`config.mk`:
```
export PLATFORM = sky130hd
export DESIGN_NAME = bp_throttle_source
export DESIGN_NICKNAME = d
export VERILOG_FILES = /design/src/rtl/bp_throttle_source.sv
export SDC_FILE = /design/constraint.sdc
export NUM_CORES = 1
export LEC_CHECK = 0
export CAP_MARGIN = 10
export CORE_UTILIZATION = 48
export CTS_CLUSTER_DIAMETER = 200
export DETAILED_ROUTE_END_ITERATION = 8
export PLACE_DENSITY = 0.81
export SYNTH_ARGS = -nofsm -noshare
export SYNTH_HDL_FRONTEND = slang
export SYNTH_SLANG_ARGS = --single-unit
```
`constraint.sdc`:
```
create_clock -name clk -period 2.2 [get_ports clk]
set_input_delay 0.44 -clock clk [delete_from_list [all_inputs] [get_ports clk]]
set_output_delay 0.44 -clock clk [all_outputs]
set_load 0.005 [all_outputs]
```
`src/rtl/bp_throttle_source.sv`:
```
// Producer-side rate regulator: paces a traffic source into the queue using the
// monitor's level/congestion/backpressure feedback. Optional macro: BP_WATCHDOG_EN.
module bp_throttle_source #(
    parameter int unsigned DATA_W         = 8,
    parameter int unsigned LEVEL_W        = 8,
    parameter int unsigned HI_WM          = 192,
    parameter int unsigned LO_WM          = 64,
    parameter int unsigned THROTTLE_DIV   = 4,
    parameter int unsigned RECOVER_CYCLES = 16,
    parameter int unsigned CNT_W          = 16,
    parameter int unsigned WD_CYCLES      = 256
) (
    input  logic               clk,
    input  logic               rst,
    input  logic               src_valid,
    output logic               src_ready,
    input  logic [DATA_W-1:0]  src_data,
    output logic               out_valid,
    input  logic               out_ready,
    output logic [DATA_W-1:0]  out_data,
    input  logic [LEVEL_W-1:0] queue_level,
    input  logic               congestion,
    input  logic               backpressure,
    output logic [1:0]         state,
    output logic [CNT_W-1:0]   sent_count,
    output logic [CNT_W-1:0]   stall_count,
    output logic               wd_timeout
);

    localparam int unsigned DIV_W = $clog2(THROTTLE_DIV);
    localparam int unsigned REC_W = $clog2(RECOVER_CYCLES + 1);

    typedef enum logic [1:0] {
        ST_RUN      = 2'd0,
        ST_THROTTLE = 2'd1,
        ST_PAUSE    = 2'd2,
        ST_RECOVER  = 2'd3
    } state_e;

    state_e              state_q, state_d;
    logic [DIV_W-1:0]    div_cnt_q, div_cnt_d;
    logic [REC_W-1:0]    rec_cnt_q, rec_cnt_d;
    logic                out_valid_q, out_valid_d;
    logic [DATA_W-1:0]   out_data_q, out_data_d;
    logic [CNT_W-1:0]    sent_q, sent_d;
    logic [CNT_W-1:0]    stall_q, stall_d;
    logic                wd_q, wd_d;
    logic                permit;
    logic                load;
    logic                drain;
    logic                level_hi;
    logic                level_lo;

    assign level_hi = (queue_level >= LEVEL_W'(HI_WM));
    assign level_lo = (queue_level <  LEVEL_W'(LO_WM));

    // Issue-slot gate derived only from registered state
    always_comb begin
        permit = 1'b0;
        case (state_q)
            ST_RUN:      permit = 1'b1;
            ST_THROTTLE: permit = (div_cnt_q == '0);
            ST_PAUSE:    permit = 1'b0;
            ST_RECOVER:  permit = ~div_cnt_q[0];
            default:     permit = 1'b0;
        endcase
    end

    assign src_ready = permit && (!out_valid_q || out_ready);
    assign load      = src_valid && src_ready;
    assign drain     = out_valid_q && out_ready;

    // Rate FSM next-state and its pacing counters
    always_comb begin
        state_d   = state_q;
        div_cnt_d = div_cnt_q;
        rec_cnt_d = rec_cnt_q;
        if (backpressure) begin
            state_d = ST_PAUSE;
        end else begin
            case (state_q)
                ST_PAUSE:    state_d = ST_THROTTLE;
                ST_RUN:      if (congestion || level_hi) state_d = ST_THROTTLE;
                ST_THROTTLE: if (!congestion && level_lo) state_d = ST_RECOVER;
                ST_RECOVER: begin
                    if (congestion || level_hi)
                        state_d = ST_THROTTLE;
                    else if (rec_cnt_q == REC_W'(RECOVER_CYCLES - 1))
                        state_d = ST_RUN;
                end
                default:     state_d = ST_RUN;
            endcase
        end

        if (state_d != state_q) begin
            div_cnt_d = '0;
        end else if (state_q == ST_THROTTLE) begin
            div_cnt_d = (div_cnt_q == DIV_W'(THROTTLE_DIV - 1)) ? '0 : div_cnt_q + DIV_W'(1);
        end else if (state_q == ST_RECOVER) begin
            div_cnt_d = div_cnt_q + DIV_W'(1);
        end

        if (state_d == ST_RECOVER && state_q != ST_RECOVER)
            rec_cnt_d = '0;
        else if (state_q == ST_RECOVER && state_d == ST_RECOVER)
            rec_cnt_d = rec_cnt_q + REC_W'(1);
    end

    // Output holding register and saturating telemetry
    always_comb begin
        out_valid_d = out_valid_q;
        out_data_d  = out_data_q;
        sent_d      = sent_q;
        stall_d     = stall_q;
        if (load) begin
            out_valid_d = 1'b1;
            out_data_d  = src_data;
        end else if (drain) begin
            out_valid_d = 1'b0;
        end
        if (drain && (sent_q != '1))
            sent_d = sent_q + CNT_W'(1);
        if (src_valid && !src_ready && (stall_q != '1))
            stall_d = stall_q + CNT_W'(1);
    end

`ifdef BP_WATCHDOG_EN
    localparam int unsigned WD_W = $clog2(WD_CYCLES + 1);

    logic [WD_W-1:0] pause_cnt_q, pause_cnt_d;

    // Pause-length watchdog; saturates at the limit, flag is sticky
    always_comb begin
        pause_cnt_d = pause_cnt_q;
        wd_d        = wd_q;
        if (state_d == ST_PAUSE) begin
            if (state_q != ST_PAUSE)
                pause_cnt_d = '0;
            else if (pause_cnt_q != WD_W'(WD_CYCLES - 1))
                pause_cnt_d = pause_cnt_q + WD_W'(1);
            if (pause_cnt_d == WD_W'(WD_CYCLES - 1))
                wd_d = 1'b1;
        end
    end

    always_ff @(posedge clk) begin
        if (rst)
            pause_cnt_q <= '0;
        else
            pause_cnt_q <= pause_cnt_d;
    end
`else
    // No watchdog: the flag holds its reset value of 0
    always_comb begin
        wd_d = wd_q & (WD_CYCLES == 0);
    end
`endif

    always_ff @(posedge clk) begin
        if (rst) begin
            state_q     <= ST_RUN;
            div_cnt_q   <= '0;
            rec_cnt_q   <= '0;
            out_valid_q <= 1'b0;
            out_data_q  <= '0;
            sent_q      <= '0;
            stall_q     <= '0;
            wd_q        <= 1'b0;
        end else begin
            state_q     <= state_d;
            div_cnt_q   <= div_cnt_d;
            rec_cnt_q   <= rec_cnt_d;
            out_valid_q <= out_valid_d;
            out_data_q  <= out_data_d;
            sent_q      <= sent_d;
            stall_q     <= stall_d;
            wd_q        <= wd_d;
        end
    end

    assign state       = state_q;
    assign out_valid   = out_valid_q;
    assign out_data    = out_data_q;
    assign sent_count  = sent_q;
    assign stall_count = stall_q;
    assign wd_timeout  = wd_q;

endmodule
```
# Word level (Yosys, flattened, before mapping)
# Cells that the tools add are included.
[op_classes]
add_sub_neg = 4
magnitude_cmp = 2
eq_ne = 10
mux = 12
n_bitwise = 1
n_reduce_logical = 20
[ops]
columns = ["cell", "count"]
rows = [
  ["adder 16 x 1 -> 16 bit (second input constant)", 2],
  ["!= test 16 bit (second input constant)", 2],
  ["two-way mux 2 bit", 8],
  ["logical AND 1 bit", 9],
  ["equality test 2 bit (second input constant)", 4],
  [">= comparator 8 bit (second input constant)", 1],
  ["less-than comparator 8 x 7 -> 1 bit (second input constant)", 1],
  ["one-hot mux 2 bit (4 select lines)", 1],
  ["adder 5 x 1 -> 5 bit (second input constant)", 1],
  ["equality test 5 x 4 -> 1 bit (second input constant)", 1],
  ["zero test 2 bit", 2],
  ["one-hot mux 1 bit (4 select lines)", 1],
  ["nonzero test 2 bit", 2],
  ["OR reduction 2 bit", 2],
  ["zero test 1 bit", 3],
  ["adder 2 x 1 -> 2 bit (second input constant)", 1],
  ["equality test 2 x 1 -> 1 bit (second input constant)", 1],
  ["logical OR 1 bit", 2],
  ["two-way mux 1 bit", 2],
  ["!= test 2 bit", 1],
  ["!= test 2 bit (second input constant)", 1],
  ["NOT 1 bit", 1],
]
[totals]
reg_bits = 50
input_bits = 22
out_inout_bits = 45
wordCells = 56

# Logic depth before layout (Yosys ltp)
# Gate-level depths: netlist of run 1.
[depth]
depth_word = 8
ltp_mapped = 8
mapped_depth_nobuf = 8

# Worst setup path before layout of run 1
# OpenSTA, ideal clock, no wires.
[synth_timing]
kind = "register to register"
startpoint = "reg div_cnt_q[0]"
endpoint = "reg stall_q[12] (netlist: stall_count[12])"
setup_ps = 121
arrival_ps = 1734
required_time_ps = 2079
path_slack_ps = 345
stages_incl_launch_ff = 9
n_path_buf = 1
period_less_slack_ps = 1855
cell_sequence = "dfxtp_1 inv_1 ha_1 and2b_1 o22a_4 o21ai_2 buf_6 nor4_1 mux2_2"
[synth_via]
elab_chain_len = 6
word_cells_on_any_way = 7
cone_classes = "mux: 1; bitwise: 1; reduce/logical: 5"
[synth_lines]
columns = ["element", "line", "source"]
rows = [
  ["start: declaration", "41", "logic [DIV_W-1:0] div_cnt_q, div_cnt_d;"],
  ["start signal: assignment", "171", "div_cnt_q <= div_cnt_d;"],
  ["zero test 2 bit or NOT 1 bit (tied branches)", "62, 64", ""],
  ["one-hot mux 1 bit (4 select lines) *", "60", "case (state_q)"],
  ["logical AND 1 bit *", "69", "assign src_ready = permit && (!out_valid_q || out_ready);"],
  ["zero test 1 bit *", "123", "if (src_valid && !src_ready && (stall_q != '1))"],
  ["logical AND 1 bit * (2 in a row)", "123", ""],
  ["end signal: assignment", "176", "stall_q <= stall_d;"],
  ["end: declaration", "46", "logic [CNT_W-1:0] stall_q, stall_d;"],
]
# Every way passes the cells marked *; elsewhere a longest branch is shown, timed or not.
# A chain may end at the register's enable or synchronous reset.

# Final worst setup path of run 1
[layout_timing]
startpoint = "reg div_cnt_q[0]"
endpoint = "out src_ready"
[layout_via]
elab_chain_len = 3
word_cells_on_any_way = 4
cone_classes = "mux: 1; bitwise: 1; reduce/logical: 2"
[layout_lines]
columns = ["element", "line", "source"]
rows = [
  ["zero test 2 bit or NOT 1 bit (tied branches)", "62, 64", ""],
  ["one-hot mux 1 bit (4 select lines) *", "60", ""],
  ["logical AND 1 bit *", "69", ""],
  ["end: declaration", "16", "output logic src_ready,"],
]
# Marks and branches as above.

==> metrics.txt, run 1 <==
Non-Filler Instances between 400 and 500; Post-Synthesis Net Count about 320; TritonRoute pass-1 iters 4; Core Util, Final 0.678; Final Critical Period approximately 2.1 ns; clock network power share 0.363; drt wl/cell ~13 um; register share of total power 0.536; die width between 70 and 80 um; Crit. End Element output port; # diodes 0; CTS tree built; DP Cell Count between 400 and 500; Layout Skew around 0.0089 ns; first-pass GRT wire length 8.74 mm; # port buffers 59; via count between 2000 and 2500; Cell Rows 25; Int Pwr 1360 uW; initial antenna violation count 0; 1st-iter DRT viols 95; Psw about 390 uW; Max Root-Sink Buffers 2; FMAX 487 MHz; # hold bufs at CTS 0; core footprint 0.00488 mm^2; Clk pin slew, worst setup/hold paths approximately 0.09 ns; Avg Cell Area, Syn ~8.6 um^2; Lkg Pwr between 0.001 and 0.0015 uW; Hold Path Sink out_data[7]; # DRC 0; Setup CP Type flop to output port; Hold Path Class flop to flop; PwrDens approximately 530 mW/mm^2; clk sinks 50; WP buf/inv 2; CP top delay family flip-flops; Max Cap Viol 0; Setup Viol. Count Final 0; peak supply drop approximately 0.36 mV; Syn Std Cell Area approximately 0.0025 mm^2; Netlist cell types 46; layout cells sized above 1 0.0955; status completed; Ys Warns 0; post-route ant nets 0; Hold Vio Cnt, Final 0; Die Y 74.3 um; flop-to-flop setup slack ~0.23 ns; # nets final 383; Comb pwr share 0.101; Max Slew Vio Count 0; synthesis-to-finish area growth 32.0%; latest clock arrival within the worst-skew pair ~0.30 ns; Hold Path Origin out_data[7]; R2R Path End stall_count[3]; CTS Root Cell clkbuf_8; WHS Path Cells 2; Mapped Cells 291; GP Congestion 0.794; detailed placement HPWL 3.98 mm; reg2reg path depth 8; Async SR Flop Fraction 0; cts bufs inserted 5; crit-path cells inv_1, ha_1, and2b_1, o22a_4, nor2_2, dlygate4sd2_1; GRT Residual Overflow 0; total global-route track usage 0.203; EDFF count, synth 0; switching share of power 0.222; RSZ-0062 raised after global routing false; overall routed net length 5.50 mm; period utilisation layout 0.933; Seq/Total Area, Yosys 0.399; CP Data Required Time ~1.8 ns; Starting Density 0.514; Slowest cell on crit path dfxtp_2; Primary FF master, synth dfxtp_1; fill cell count approximately 440; register bit count reported by yosys 50; H-tree depth 2; # IOs 67; reg2reg start div_cnt_q[0]; largest net degree at the start of global routing 36; CP Launch Type flop; Slowest Stage Delay on Critical Path around 0.34 ns; critical path peak fanout 4; post-DR vias/cell between 5 and 6; vias in the first global route slightly above 2000; worst path arrival time 1.61 ns; DIE AREA 0.00552 mm^2
-- Yosys cell counts, types with 5 or more instances --
master | n | share of area
inv_1 | 8 | 0.012
or4_1 | 10 | 0.030
xnor2_1 | 9 | 0.031
or3_1 | 6 | 0.015
nand2b_1 | 5 | 0.012
nand3_1 | 18 | 0.036
mux2i_1 | 10 | 0.040
a21oi_1 | 27 | 0.054
nor3_1 | 8 | 0.016
nor2_1 | 39 | 0.058
o31ai_1 | 10 | 0.030
nand4_1 | 6 | 0.015
and3_1 | 7 | 0.017
buf_2 | 5 | 0.010
o21ai_0 | 8 | 0.016
nand2_1 | 8 | 0.012
dfxtp_1 | 50 | 0.40
ha_1 | 6 | 0.030
-- metrics by stage --
| stage | worst slack (ns) | hold WS [ns] | total power (uW) | instance area [um^2] | TNS (ns) |
|---|---|---|---|---|---|
| floorplan | 0.345 | 0.455 | 1040 | 2510 | 0 |
| global placement | -0.0719 | 0.474 | 1130 | 3200 | -0.0719 |
| detailed placement | -0.0748 | 0.484 | 1130 | 3200 | -0.0854 |
| CTS | 0.135 | 0.506 | 1770 | 3310 | 0 |
| global route | 0.0470 | 0.544 | 1820 | 3310 | 0 |
| finish | 0.147 | 0.499 | 1740 | 3310 | 0 |
-- worst register-to-register path: stages, from the launching register on --
cell and delay, ns:
dfxtp_2 0.36, inv_1 0.07, ha_1 0.19, and2b_1 0.20, o22a_4 0.17, o21ai_2 0.10
buf_4 0.18, or4_1 0.50, a21oi_1 0.15
-- metal layers --
metal	global-route usage	wire length (um)	vias to the layer above
met5	0	0	-
met4	0.0671	70	0
met3	0.0420	224	8
met2	0.360	2670	45
met1	0.246	2530	1090
li1	-	-	1172
-- area by class of cell --
class	instances	area, um^2	area share
clock inverters	2	37.5	0.0113
repair buffers	71	687	0.207
multi-input cells	219	1400	0.422
well taps	67	83.8	0.0253
flip-flops and latches	50	1000	0.303
clock buffers	6	72.6	0.0219
inverters	8	30.0	0.00907
-- worst max path at each step --
| stage | from | to | cells after the start |
|---|---|---|---|
| after global placement | out_ready | src_ready | 4 |
| after detailed placement | out_ready | src_ready | 4 |
| final | div_cnt_q[0] | src_ready | 6 |
| after floorplan | div_cnt_q[0] | stall_count[12] | 8 |
| after CTS | div_cnt_q[0] | src_ready | 6 |
| after global routing | div_cnt_q[0] | src_ready | 6 |
-- power by group through the flow --
stage,Combinational (uW),Sequential [uW],Clock (uW)
after global routing,191,939,693
final,175,935,634
after floorplan,84.1,954,0
after detailed placement,177,956,0
after CTS,177,935,658
after global placement,174,955,0
-- sequential cells by signal, summed over array words and instances, names as in the netlist --
register     count
sent_count      16
rec_cnt_q        5
state            2
out_data         8
div_cnt_q        2
stall_count     16
out_valid        1
-- kinds of logic (layout without fill, tap and decap cells) --
family	after synthesis	in the layout	share of synthesized area
muxes	13	13	0.0534
DFF	50	50	0.399
AOI/OAI and AO/OA	52	52	0.134
other	1	1	0.00150
xor gates and xnor gates	13	13	0.0454
adders and majority gates	6	6	0.0299
buffers and inverters	22	87	0.0444
and+or+nand+nor	134	134	0.292
-- timing repair --
action	CTS	global route
hold endpoints to repair	0	0
setup endpoints to repair	1	0
gates resized for setup	3	0
setup buffers	0	0
-- cell usage in the layout, fill, tap and decap left out, drive strengths merged, types with 5 or more instances in the layout --
cell type and count:
o21ai 9, nand4 6, nand2b 5, o31ai 10, and3 7, nand3 18, xnor2 9, nand2 9
mux2i 10, or3 6, inv 8, buf 13, clkdlybuf4s50 57, dfxtp 50, ha 6, clkbuf 6
a21oi 27, nor2 39, or4 10, nor3 9
(Power assumes the default switching activity.)
==> inputs of run 2 (changes only) <==
- PLACE_DENSITY: 0.81 -> not set
- PLACE_DENSITY_LB_ADDON: not set -> 0.2
==> run 2 against run 1 <==
Flip-flop and latch count unchanged. Global-route usage down 0.23 points. Sequential power about the same. Count of clock-buffer cells in the layout up 1. Sequential share of layout area up 0.21 points. First-iteration DRC count up 11%. Clock power down 14%. Cell area down 0.68%. Combinational power about the same. Critical path type unchanged. Largest cell class unchanged.
==> metrics.txt, run 2 (synthesized netlist as in run 1, its figures left out) <==
Max Root-Sink Buffers 2 (unchanged); Setup CP Type flop to output port; Layout Skew 0.00634 ns (-0.00258 ns); area of the multi-input gates 0.00140 mm^2 (about the same); Starting Density 0.514 (unchanged); Seq. cell area 0.00100 mm^2 (unchanged); # nets final 384 (+0.26%); TritonRoute pass-1 iters 4 (unchanged); WHS Path Cells 2 (unchanged); # IOs 67 (unchanged); Cell Rows 25 (unchanged); post-DR vias/cell 5.49 (+0.24%); Hold Path Class flop to flop; Lkg Pwr 0.00114 uW (-0.24%); Slowest cell on crit path dfxtp_2; H-tree depth 2 (unchanged); detailed placement HPWL 3.89 mm (-2.3%); # port buffers 59 (unchanged); # DRC 0 (unchanged); GRT Residual Overflow 0 (unchanged); initial antenna violation count 0 (unchanged); post-route ant nets 0 (unchanged); overall power 1660 uW (-5.1%); 1st-iter DRT viols 105 (+11%); worst path arrival time 1.64 ns (+0.03 ns); RSZ-0062 raised after global routing false; latest clock arrival within the worst-skew pair 0.30 ns (about the same); first-pass GRT wire length 8.75 mm (about the same); Hold Path Sink rec_cnt_q[1]; vias in the first global route 2051 (+1.2%); clk sinks 50 (unchanged); die width 74.3 um (unchanged); slew at the pin with the worst max-slew slack ~0.62 ns; Crit. End Element output port; pre-CTS setup slack -0.0251 ns (+0.0498 ns); Slowest Stage Delay on Critical Path 0.34 ns (about the same); Non-Filler Instances 424 (+0.24%); Setup Viol. Count Final 0 (unchanged); overall routed net length 5.34 mm (-2.9%); layout cells sized above 1 0.0980 (+0.00253); most frequent cells in the layout 57 x clkdlybuf4s50_1, 49 x dfxtp_1, 39 x nor2_1; placed instance area 0.00319 mm^2 (-0.16%); synthesis-to-finish area growth 31.1%; drt wl/cell 12.6 um (-3.1%); post-route cell area 0.00329 mm^2 (-0.68%); crit-path cells inv_1, ha_1, and2b_1, o22a_4, nor2_1, dlygate4sd2_1; Die Y 74.3 um (unchanged); WHS 0.496 ns (-0.00296 ns); reg2reg path depth 8 (unchanged); largest net degree at the start of global routing 35 (-2.8%); FMAX 481 MHz (-1.3%); Hold Path Origin rec_cnt_q[1]; Hold Vio Cnt, Final 0 (unchanged); core footprint 0.00488 mm^2 (unchanged); Clk pin slew, worst setup/hold paths 0.08 ns (about the same); post-route setup slack 0.120 ns (-0.0269 ns); CP Data Required Time 1.76 ns (about the same); leading cell type in the layout, fill and taps excluded clkdlybuf4s50_1; peak supply drop 0.363 mV (+0.70%); period utilisation layout 0.945 (+0.0122); Max Slew Vio Count 0 (unchanged); via count 2326 (+0.48%); Final Critical Period 2.08 ns (+0.0269 ns); critical path peak fanout 4 (unchanged); DIE AREA 0.00552 mm^2 (unchanged); fill cell count 427 (-3.2%); # diodes 0 (unchanged); DP Cell Count 416 (+0.24%); CP Launch Type flop; post-CTS setup buffers 0 (unchanged); CTS Root Cell clkbuf_8; total global-route track usage 0.201 (-0.00234); GP Congestion 0.789 (-0.69%); reg2reg start rec_cnt_q[0]; status completed; flop-to-flop setup slack 0.22 ns (about the same); Max Cap Viol 0 (unchanged); headroom to the max-slew limit 0.584; PwrDens 503 mW/mm^2 (-4.5%); CTS tree built; R2R Path End rec_cnt_q[4]; cts bufs inserted 5 (unchanged)
## run 2: what timing repair did
action,CTS,global route
gates resized for setup,1,2
setup endpoints to repair,1,3
hold buffers,0,0
## run 2: worst max path at each step
stage                     slack [ns]  depth (start not counted)              end    startpoint
final                           0.12                          6        src_ready  div_cnt_q[0]
after global placement         -0.06                          4        src_ready     out_ready
after global routing            0.01                          6        src_ready  div_cnt_q[0]
after CTS                       0.09                          6        src_ready  div_cnt_q[0]
after detailed placement       -0.03                          4        src_ready     out_ready
after floorplan                 0.35                          8  stall_count[12]  div_cnt_q[0]
## run 2: worst max-delay path: cells and delay by family, from the launching register on
kind,cells,cell delay (ns)
adder cells (fa/ha/maj),1,0.15
AO/OA/AOI/OAI,1,0.23
AND/OR/NAND/NOR,2,0.28
buffers and inverters,2,0.33
flip-flops,1,0.34
## run 2: per-layer routing
layer  wire (um)  part of all wire  vias up  global-route usage
met4          43            0.0081        0              0.0545
met3         246             0.046        7              0.0501
li1            -                 -     1179                   -
met2        2440              0.46       46               0.347
met5           0                 0        -                   0
met1        2610              0.49     1094               0.249
## run 2: through the flow
step | setup TNS (ns) | util
detailed placement | -0.0251 | 0.654
finish | 0 | 0.674
CTS | 0 | 0.673
global placement | -0.0558 | 0.654
global route | 0 | 0.674
floorplan | 0 | -
## run 2: layout make-up
cell class              instances  area share
inverters                       8     0.00913
flip-flops and latches         50       0.305
well taps                      67      0.0255
repair buffers                 72       0.207
multi-input cells             219       0.425
clock inverters                 1     0.00152
clock buffers                   7      0.0263
## run 2: power by group
group	switching [uW]	internal, uW	total (uW)
sequential	13.5	921	934
clock	292	254	546
combinational	80.7	94.1	175
total	386	1270	1660
